===== config.mk =====
export PLATFORM = sky130hd
export DESIGN_NAME = restoring_divider_32bit
export DESIGN_NICKNAME = d
export VERILOG_FILES = /design/src/rtl/div_pkg.sv /design/src/rtl/full_subtractor_32bit.sv /design/src/rtl/restoring_divider_32bit.sv
export SDC_FILE = /design/constraint.sdc
export NUM_CORES = 1
export LEC_CHECK = 0
export BUFFER_PORTS_ARGS = -buffer_cell sky130_fd_sc_hd__clkbuf_2
export CAP_MARGIN = 25
export CORE_MARGIN = 10
export CORE_UTILIZATION = 50
export CTS_CLUSTER_SIZE = 10
export DETAILED_ROUTE_END_ITERATION = 6
export PLACE_DENSITY = 0.71
export SETUP_SLACK_MARGIN = 0.05
export SLEW_MARGIN = 20
export SYNTH_ARGS = -nofsm -noshare
export SYNTH_HDL_FRONTEND = slang
export SYNTH_SLANG_ARGS = --single-unit

===== constraint.sdc =====
create_clock -name clk -period 6.63 [get_ports clk]
set_input_delay 1.326 -clock clk [delete_from_list [all_inputs] [get_ports clk]]
set_output_delay 1.326 -clock clk [all_outputs]
set_load 0.01 [all_outputs]

===== src/rtl/div_pkg.sv =====
// Shared constants and FSM state encoding for the sequential restoring divider.
package div_pkg;

  localparam int unsigned WIDTH = 32;
  localparam int unsigned CNT_W = 5;
  localparam logic [CNT_W-1:0] LAST_ITER = CNT_W'(31);

  typedef enum logic [1:0] {
    S_IDLE = 2'd0,
    S_CALC = 2'd1,
    S_FIN  = 2'd2
  } state_e;

endpackage


===== src/rtl/full_subtractor_32bit.sv =====
// 32-bit ripple-free subtractor: Diff = A - B - Bin, Bout set on borrow out of bit 31.
module full_subtractor_32bit (
  input  logic [31:0] A,
  input  logic [31:0] B,
  input  logic        Bin,
  output logic [31:0] Diff,
  output logic        Bout
);

  assign {Bout, Diff} = {1'b0, A} - {1'b0, B} - 33'(Bin);

endmodule


===== src/rtl/restoring_divider_32bit.sv =====
// Sequential unsigned restoring divider producing one quotient bit per clock.
module restoring_divider_32bit
  import div_pkg::*;
#(
  parameter int unsigned WIDTH_P = WIDTH
) (
  input  logic             clk,
  input  logic             rst_n,
  input  logic             start,
  input  logic [WIDTH-1:0] dividend,
  input  logic [WIDTH-1:0] divisor,
  output logic             busy,
  output logic             done,
  output logic [WIDTH-1:0] quotient,
  output logic [WIDTH-1:0] remainder,
  output logic             div_by_zero
);

  if (WIDTH_P != 32) begin : g_bad_width
    $error("restoring_divider_32bit only supports a width of 32");
  end

  state_e           state_q, state_d;
  logic [WIDTH-1:0] r_q, r_d, q_q, q_d, d_q, d_d;
  logic [CNT_W-1:0] count_q, count_d;
  logic [WIDTH-1:0] quotient_q, quotient_d, remainder_q, remainder_d;
  logic             dbz_q, dbz_d, busy_q, done_q;

  logic [WIDTH-1:0] shifted, diff, r_next, q_next;
  logic             borrow, accept;

  assign shifted = {r_q[WIDTH-2:0], q_q[WIDTH-1]};

  full_subtractor_32bit u_sub (
    .A    (shifted),
    .B    (d_q),
    .Bin  (1'b0),
    .Diff (diff),
    .Bout (borrow)
  );

  // The carry out of the shift means the true 33-bit remainder already exceeds D.
  assign accept = r_q[WIDTH-1] | ~borrow;
  assign r_next = accept ? diff : shifted;
  assign q_next = {q_q[WIDTH-2:0], accept};

  always_comb begin
    state_d     = state_q;
    r_d         = r_q;
    q_d         = q_q;
    d_d         = d_q;
    count_d     = count_q;
    quotient_d  = quotient_q;
    remainder_d = remainder_q;
    dbz_d       = dbz_q;
    case (state_q)
      S_IDLE: begin
        if (start) begin
          if (divisor != '0) begin
            r_d     = '0;
            q_d     = dividend;
            d_d     = divisor;
            count_d = '0;
            dbz_d   = 1'b0;
            state_d = S_CALC;
          end else begin
            quotient_d  = '1;
            remainder_d = dividend;
            dbz_d       = 1'b1;
            state_d     = S_FIN;
          end
        end
      end
      S_CALC: begin
        r_d     = r_next;
        q_d     = q_next;
        count_d = count_q + CNT_W'(1);
        if (count_q == LAST_ITER) begin
          quotient_d  = q_next;
          remainder_d = r_next;
          state_d     = S_FIN;
        end
      end
      S_FIN:   state_d = S_IDLE;
      default: state_d = S_IDLE;
    endcase
  end

  always_ff @(posedge clk or negedge rst_n) begin
    if (!rst_n) begin
      state_q     <= S_IDLE;
      r_q         <= '0;
      q_q         <= '0;
      d_q         <= '0;
      count_q     <= '0;
      quotient_q  <= '0;
      remainder_q <= '0;
      dbz_q       <= 1'b0;
      busy_q      <= 1'b0;
      done_q      <= 1'b0;
    end else begin
      state_q     <= state_d;
      r_q         <= r_d;
      q_q         <= q_d;
      d_q         <= d_d;
      count_q     <= count_d;
      quotient_q  <= quotient_d;
      remainder_q <= remainder_d;
      dbz_q       <= dbz_d;
      busy_q      <= (state_d != S_IDLE);
      done_q      <= (state_d == S_FIN);
    end
  end

  assign busy        = busy_q;
  assign done        = done_q;
  assign quotient    = quotient_q;
  assign remainder   = remainder_q;
  assign div_by_zero = dbz_q;

endmodule


* Word-level counts from Yosys, hierarchy flattened
Index checks and enable logic that the tools add are counted.
** Storage, ports and cells
- Bits in registers :: 170
- Input bits :: 67
- Output and inout bits :: 67
- Word-level logic and storage cells :: 52
** Operators by class
- $add $sub $neg :: 2
- Eq/ne operators :: 7
- Mux-type cells :: 23
- Bitwise gates (word level) :: 2
- Reduce and logical (&&, ||, !) cells :: 8
** Operators with widths (count)
- two-way mux 32 bit :: 11
- one-hot mux 32 bit (2 select lines) :: 4
- subtractor 32 x 32 -> 33 bit :: 1
- nonzero test 32 bit :: 1
- two-way mux 5 bit :: 2
- one-hot mux 5 bit (2 select lines) :: 1
- != test 2 bit, second input constant :: 4
- two-way mux 2 bit :: 3
- AND reduction 3 bit :: 2
- adder 5 x 1 -> 5 bit, second input constant :: 1
- equality test 5 bit, second input constant :: 1
- one-hot mux 2 bit (2 select lines) :: 1
- AND reduction 4 bit :: 1
- nonzero test 2 bit :: 2
- equality test 2 x 1 -> 1 bit, second input constant :: 1
- equality test 2 bit, second input constant :: 1
- zero test 2 bit :: 1
- AND reduction 2 bit :: 1
- two-way mux 1 bit :: 1
- inverter 1 bit :: 1
- OR 1 bit :: 1

* Longest topological paths before layout
- Depth after elaboration :: 6
- Mapped depth :: 12
- Depth with buffers taken out :: 11

* Cells and area by module
From an unflattened synthesis, not the netlist that was laid out.
** Unflattened totals
- Cells, all modules :: 987
- Area, all modules :: 9836.9 sq um
** By module, submodules not included
- restoring_divider_32bit :: times used 1, cells each 606, area an instance 7292.0 sq um, sequential area each 4254.1 sq um
- full_subtractor_32bit :: times used 1, cells each 381, area an instance 2544.9 sq um, sequential area each 0.0 sq um

* Least setup slack after synthesis
Ideal clock, no wire load.
- Kind :: input -> register
- From :: in divisor[24]
- To :: reg quotient_q[27] (netlist: quotient[27])
- Setup time :: 0.066 ns
- Data arrival time :: 3.149 ns
- Required time :: 6.564 ns
- Slack :: 3.415 ns
- Stages on the path :: 11
- Cells stage by stage :: nor4_1 > nand4_1 > nor2_1 > nand3b_1 > a21o_1 > clkbuf_1 > clkinv_1 > clkbuf_1 > clkbuf_1 > o21ai_0 > nand2_1
** Between the ends
- Longest elaborated chain between the ends :: 3
** Ends and longest elaborated chain
- start: declaration :: RTL line restoring_divider_32bit.sv:11 : input logic [WIDTH-1:0] divisor,
- nonzero test 32 bit :: RTL line restoring_divider_32bit.sv:59 : if (divisor != '0) begin
- != test 2 bit (no source line)
- AND reduction 4 bit (no source line)
- end signal: assignment :: RTL line restoring_divider_32bit.sv:107 : quotient_q <= quotient_d;
- end: declaration :: RTL line restoring_divider_32bit.sv:26 : logic [WIDTH-1:0] quotient_q, quotient_d, remainder_q, remainder_d;
No other way between the ends.
A chain may end at the register's enable or synchronous reset.

* Final worst setup path
- From :: in divisor[6]
- To :: reg remainder_q[3] (netlist: remainder[3])
** Between the ends
- Longest elaborated chain between the ends :: 3
** Ends and longest elaborated chain
- nonzero test 32 bit :: RTL line restoring_divider_32bit.sv:59
- != test 2 bit (no source line)
- AND reduction 4 bit (no source line)
- end signal: assignment :: RTL line restoring_divider_32bit.sv:108 : remainder_q <= remainder_d;
- end: declaration :: RTL line restoring_divider_32bit.sv:26
No other way between the ends.

==> PnR_summary.wiki <==
{| class="wikitable"
! Metric !! Value
|-
| Critical Path Sink Type || register
|-
| Hold buffers post-CTS || 0
|-
| Fin. max-slew vios || 0
|-
| Total vias in the final route || 7854
|-
| Share of total power in the clock network || 0.151
|-
| Total power per unit cell area || 629.2 nW/µm²
|-
| Depth of the most critical reg-to-reg path || 12
|-
| Most used flip-flop cell after synthesis || dfrtp_1
|-
| Fin Clk Skew || 0.008653 ns
|-
| Final sum of negative setup slack || 0 ns
|-
| DRC errors left || 0
|-
| Shortest period the worst path allows || just over 4 ns
|-
| Total number of H-tree levels || 4
|-
| YS warnings || 0
|-
| Worst r2r dst || r_q[27]
|-
| Detailed Route Iter0 Violations || roughly 630
|-
| Sinks on the clock net || 170
|-
| Area added between synthesis and finish || 15.14%
|-
| Adder-cell share of the synthesized area || 0.04844
|-
| Grt total ovfl || 0
|-
| First-pass DRT Iterations || 6
|-
| Ratio of cells with drive above 1 in the final layout || 0.1949
|-
| TritonCTS Buffers || 17
|-
| Number of max-cap violations || 0
|-
| Simple-gate share of the synthesized area || 0.1899
|-
| Maximum resistive drop on vdd || 0.0002607 V
|-
| Sw power || between 3 and 4 mW
|-
| Remaining number of nets flagged by the antenna check after routing || 0
|-
| Portion of synthesized cell area occupied by the leading cell type || 0.4626
|-
| Mux cell area share after synthesis || 0.05687
|-
| Routed length per placed instance || 18.17 µm
|-
| Setup repair after global routing missed its margin || no
|-
| Height of the chip || ~160 µm
|-
| DP Cell Count || roughly 1300
|-
| Register bit count reported by yosys || 170
|-
| Worst Min Path Start || quotient[31]
|-
| Post-Syn Instances || between 1000 and 1500
|-
| Async set or reset register ratio after synthesis || 1.000
|-
| Largest net degree at the start of global routing || about 110
|-
| Die Area || roughly 24000 µm²
|-
| Sequential power share || 0.280
|-
| Diode insertion count for antenna repair || 0
|-
| CTS max path bufs || 2
|-
| Worst reg2reg path startpoint || q_q[31]
|-
| Relative max-transition margin || 0.3973
|-
| Global-route wire length before repair || about 41 mm
|-
| # port buffers || approximately 130
|-
| Endpoint of the worst hold path || quotient[31]
|-
| Post-synth top area cell || dfrtp_1
|-
| Worst-path clk slew || about 0.070 ns
|-
| Switching share of total power || 0.4666
|-
| Pin slew with the least headroom to its limit || about 0.88 ns
|-
| Area of the mapped netlist || 9196 µm²
|-
| Post-route clock period utilization || 0.6076
|-
| Number of antenna violations at the first check in global routing || 0
|-
| Number of distinct library cell variants in the gate-level netlist after synthesis || 66
|-
| Post-DR vias/cell || 5.720
|-
| Tightest hold margin || 0.4652 ns
|-
| Placement row count || 49
|-
| HPWL after detailed placement || ~18 mm
|-
| Total global routing track utilization || 0.2072
|-
| Final-layout fill cell count || 1682
|-
| Detailed-route wire length || approximately 25 mm
|-
| Library cell used as clock root buffer || clkbuf_16
|-
| Non-filler cells, final || between 1000 and 1500
|-
| Top Ports || roughly 130
|-
| Worst R2R Setup Slack || roughly 2.8 ns
|-
| Post-synthesis sequential area ratio || 0.4626
|-
| Fraction of power consumed by combinational cells || 0.569
|-
| Clk Latency, worst-skew pair || about 0.43 ns
|-
| Lkg Pwr || 5.102 nW
|-
| Initial core utilization || 0.5102
|-
| # setup viols final || 0
|-
| Number of instances on the worst hold path || 2
|-
| Number of nets produced by synthesis || approximately 1100
|-
| Synthesized-area fraction occupied by ao, oa, aoi and oai cells || 0.1778
|-
| Net count, final || 1233
|-
| Data required, critical path || ~7 ns
|-
| Die X-Extent || approximately 160 µm
|-
| Number of enable-type register cells in the synthesized netlist || 0
|-
| Post-CTS Repair Setup Buffers || 0
|-
| CORE AREA || 18020 µm²
|-
| Critical setup path kind || input port to register
|-
| RD Place Congestion || 0.9331
|-
| Vias in the first global route || between 7000 and 8000
|-
| Top post-synthesis cells by area || dfrtp_1 (46%), nand2_1 (8.1%), ha_1 (4.6%)
|-
| Highest clock rate || ~250 MHz
|-
| Dominant combinational cell family by area after synthesis || simple AND/OR/NAND/NOR gates
|-
| CTS tree || done
|-
| Startpoint class of the critical path || input port
|-
| Mean post-synth cell area || approximately 8.9 µm²
|-
| Parity-gate share of the synthesized area counting xor and xnor cells || 0.02000
|-
| Critical Path AT || ~4.4 ns
|-
| Biggest fanout along the worst timing path || 54
|-
| Final Hold Vio Count || 0
|-
| Design internal power || approximately 3.6 mW
|-
| Number of gates given a new drive strength after cts || 0
|-
| Status || complete, no violations
|-
| Worst min path class || register to register
|}
[final cells by class]
class | instances | area, µm² | share of cell area
well taps | 229 | 286.5 | 0.02706
multi-input cells | 758 | 4559 | 0.4306
inverters | 42 | 157.7 | 0.01489
clock inverters | 14 | 160.2 | 0.01512
clock buffers | 18 | 429.2 | 0.04053
flip-flops and latches | 170 | 4254 | 0.4017
repair buffers | 142 | 742.0 | 0.07007
[synthesized netlist by cell type (4+ instances only)]
master and number:
mux2i_1 14, nor2_1 91, clkbuf_1 45, a21o_1 16, dfrtp_1 170, nor4_1 9
or3_1 6, and2_1 4, a31oi_1 41, nand4_1 8, inv_1 41, buf_2 8
a211oi_1 18, nand2b_1 4, nand3_1 45, a21oi_1 41, ha_1 34, xor2_1 9
xnor2_1 12, a41oi_1 14, o21ai_0 66, o31ai_1 5, o21a_1 8, nor3_1 19
mux2_2 34, nand2_1 198, and3_1 4, buf_1 5, nor2b_1 7
[registers in the layout (all words and copies together), names as in the netlist]
name	count
r_q	32
busy	1
count_q	5
q_q	32
remainder	32
state_q	2
div_by_zero	1
d_q	32
quotient	32
done	1
[placed cells by master, fill, tap and decap left out, types with 15 or more instances in the layout]
master	Yosys	layout
nor3_1	19	19
nand2_1	198	198
dfrtp_1	170	170
o21ai_0	66	66
clkbuf_16	0	17
a31oi_1	41	41
a21oi_1	41	41
mux2_2	34	34
a21o_1	16	15
inv_1	41	41
nand3_1	45	45
ha_1	34	34
a211oi_1	18	18
nor2_1	91	90
clkbuf_2	0	132
[routing by layer]
metal | global-route usage | up-vias | share of wire
met4 | 0.05570 | 0 | 0.012
li1 | - | 3841 | -
met1 | 0.3042 | 3738 | 0.48
met3 | 0.04687 | 23 | 0.071
met2 | 0.3000 | 252 | 0.43
met5 | 0 | - | 0
[logic make-up after synthesis]
kind of cell,count (synthesis)
simple gates,405
compound gates,249
flops,170
buf+inv,103
mux,48
fa+ha+maj,35
xor+xnor,21
[worst max path at each step]
| stage | slack, ns | from | endpoint |
|---|---|---|---|
| after floorplan | 3.41 | divisor[24] | quotient[27] |
| after global placement | 2.21 | divisor[0] | remainder[4] |
| after detailed placement | 2.06 | divisor[6] | remainder[3] |
| after CTS | 2.51 | divisor[6] | remainder[3] |
| after global routing | 2.23 | divisor[25] | remainder[3] |
| final | 2.60 | divisor[6] | remainder[3] |
[metrics by stage]
| step | total power, mW | area, µm² | utilization | worst slack, ns |
|---|---|---|---|---|
| 6_report | 6.663 | 10590 | 0.5875 | 2.602 |
| 5_1_grt | 7.241 | 10590 | 0.5875 | 2.235 |
| 4_1_cts | 6.654 | 10590 | 0.5873 | 2.508 |
| 3_5_place_dp | 5.632 | 9997 | 0.5546 | 2.057 |
| 3_3_place_gp | 5.563 | 9997 | 0.5546 | 2.209 |
| 2_1_floorplan | 4.607 | 9196 | - | 3.415 |
[power groups by stage]
stage / sequential [mW] / clock, mW / combinational (mW)
after detailed placement: 1.88 / 0 / 3.75
after CTS: 1.87 / 1.02 / 3.76
after global placement: 1.88 / 0 / 3.69
final: 1.87 / 1.00 / 3.79
after floorplan: 1.85 / 0 / 2.76
after global routing: 1.93 / 1.07 / 4.24
[worst max-delay path, stage by stage]
cell and delay (ns):
clkbuf_2 0.09, nor4_1 0.39, nand4_1 0.23, nor2_1 0.36
nand3b_1 0.12, a21o_2 0.22, buf_4 0.29, inv_2 0.64
buf_4 0.40, nor2_1 0.08, a41oi_1 0.17
Note: power is estimated with default switching activity, not from simulation.
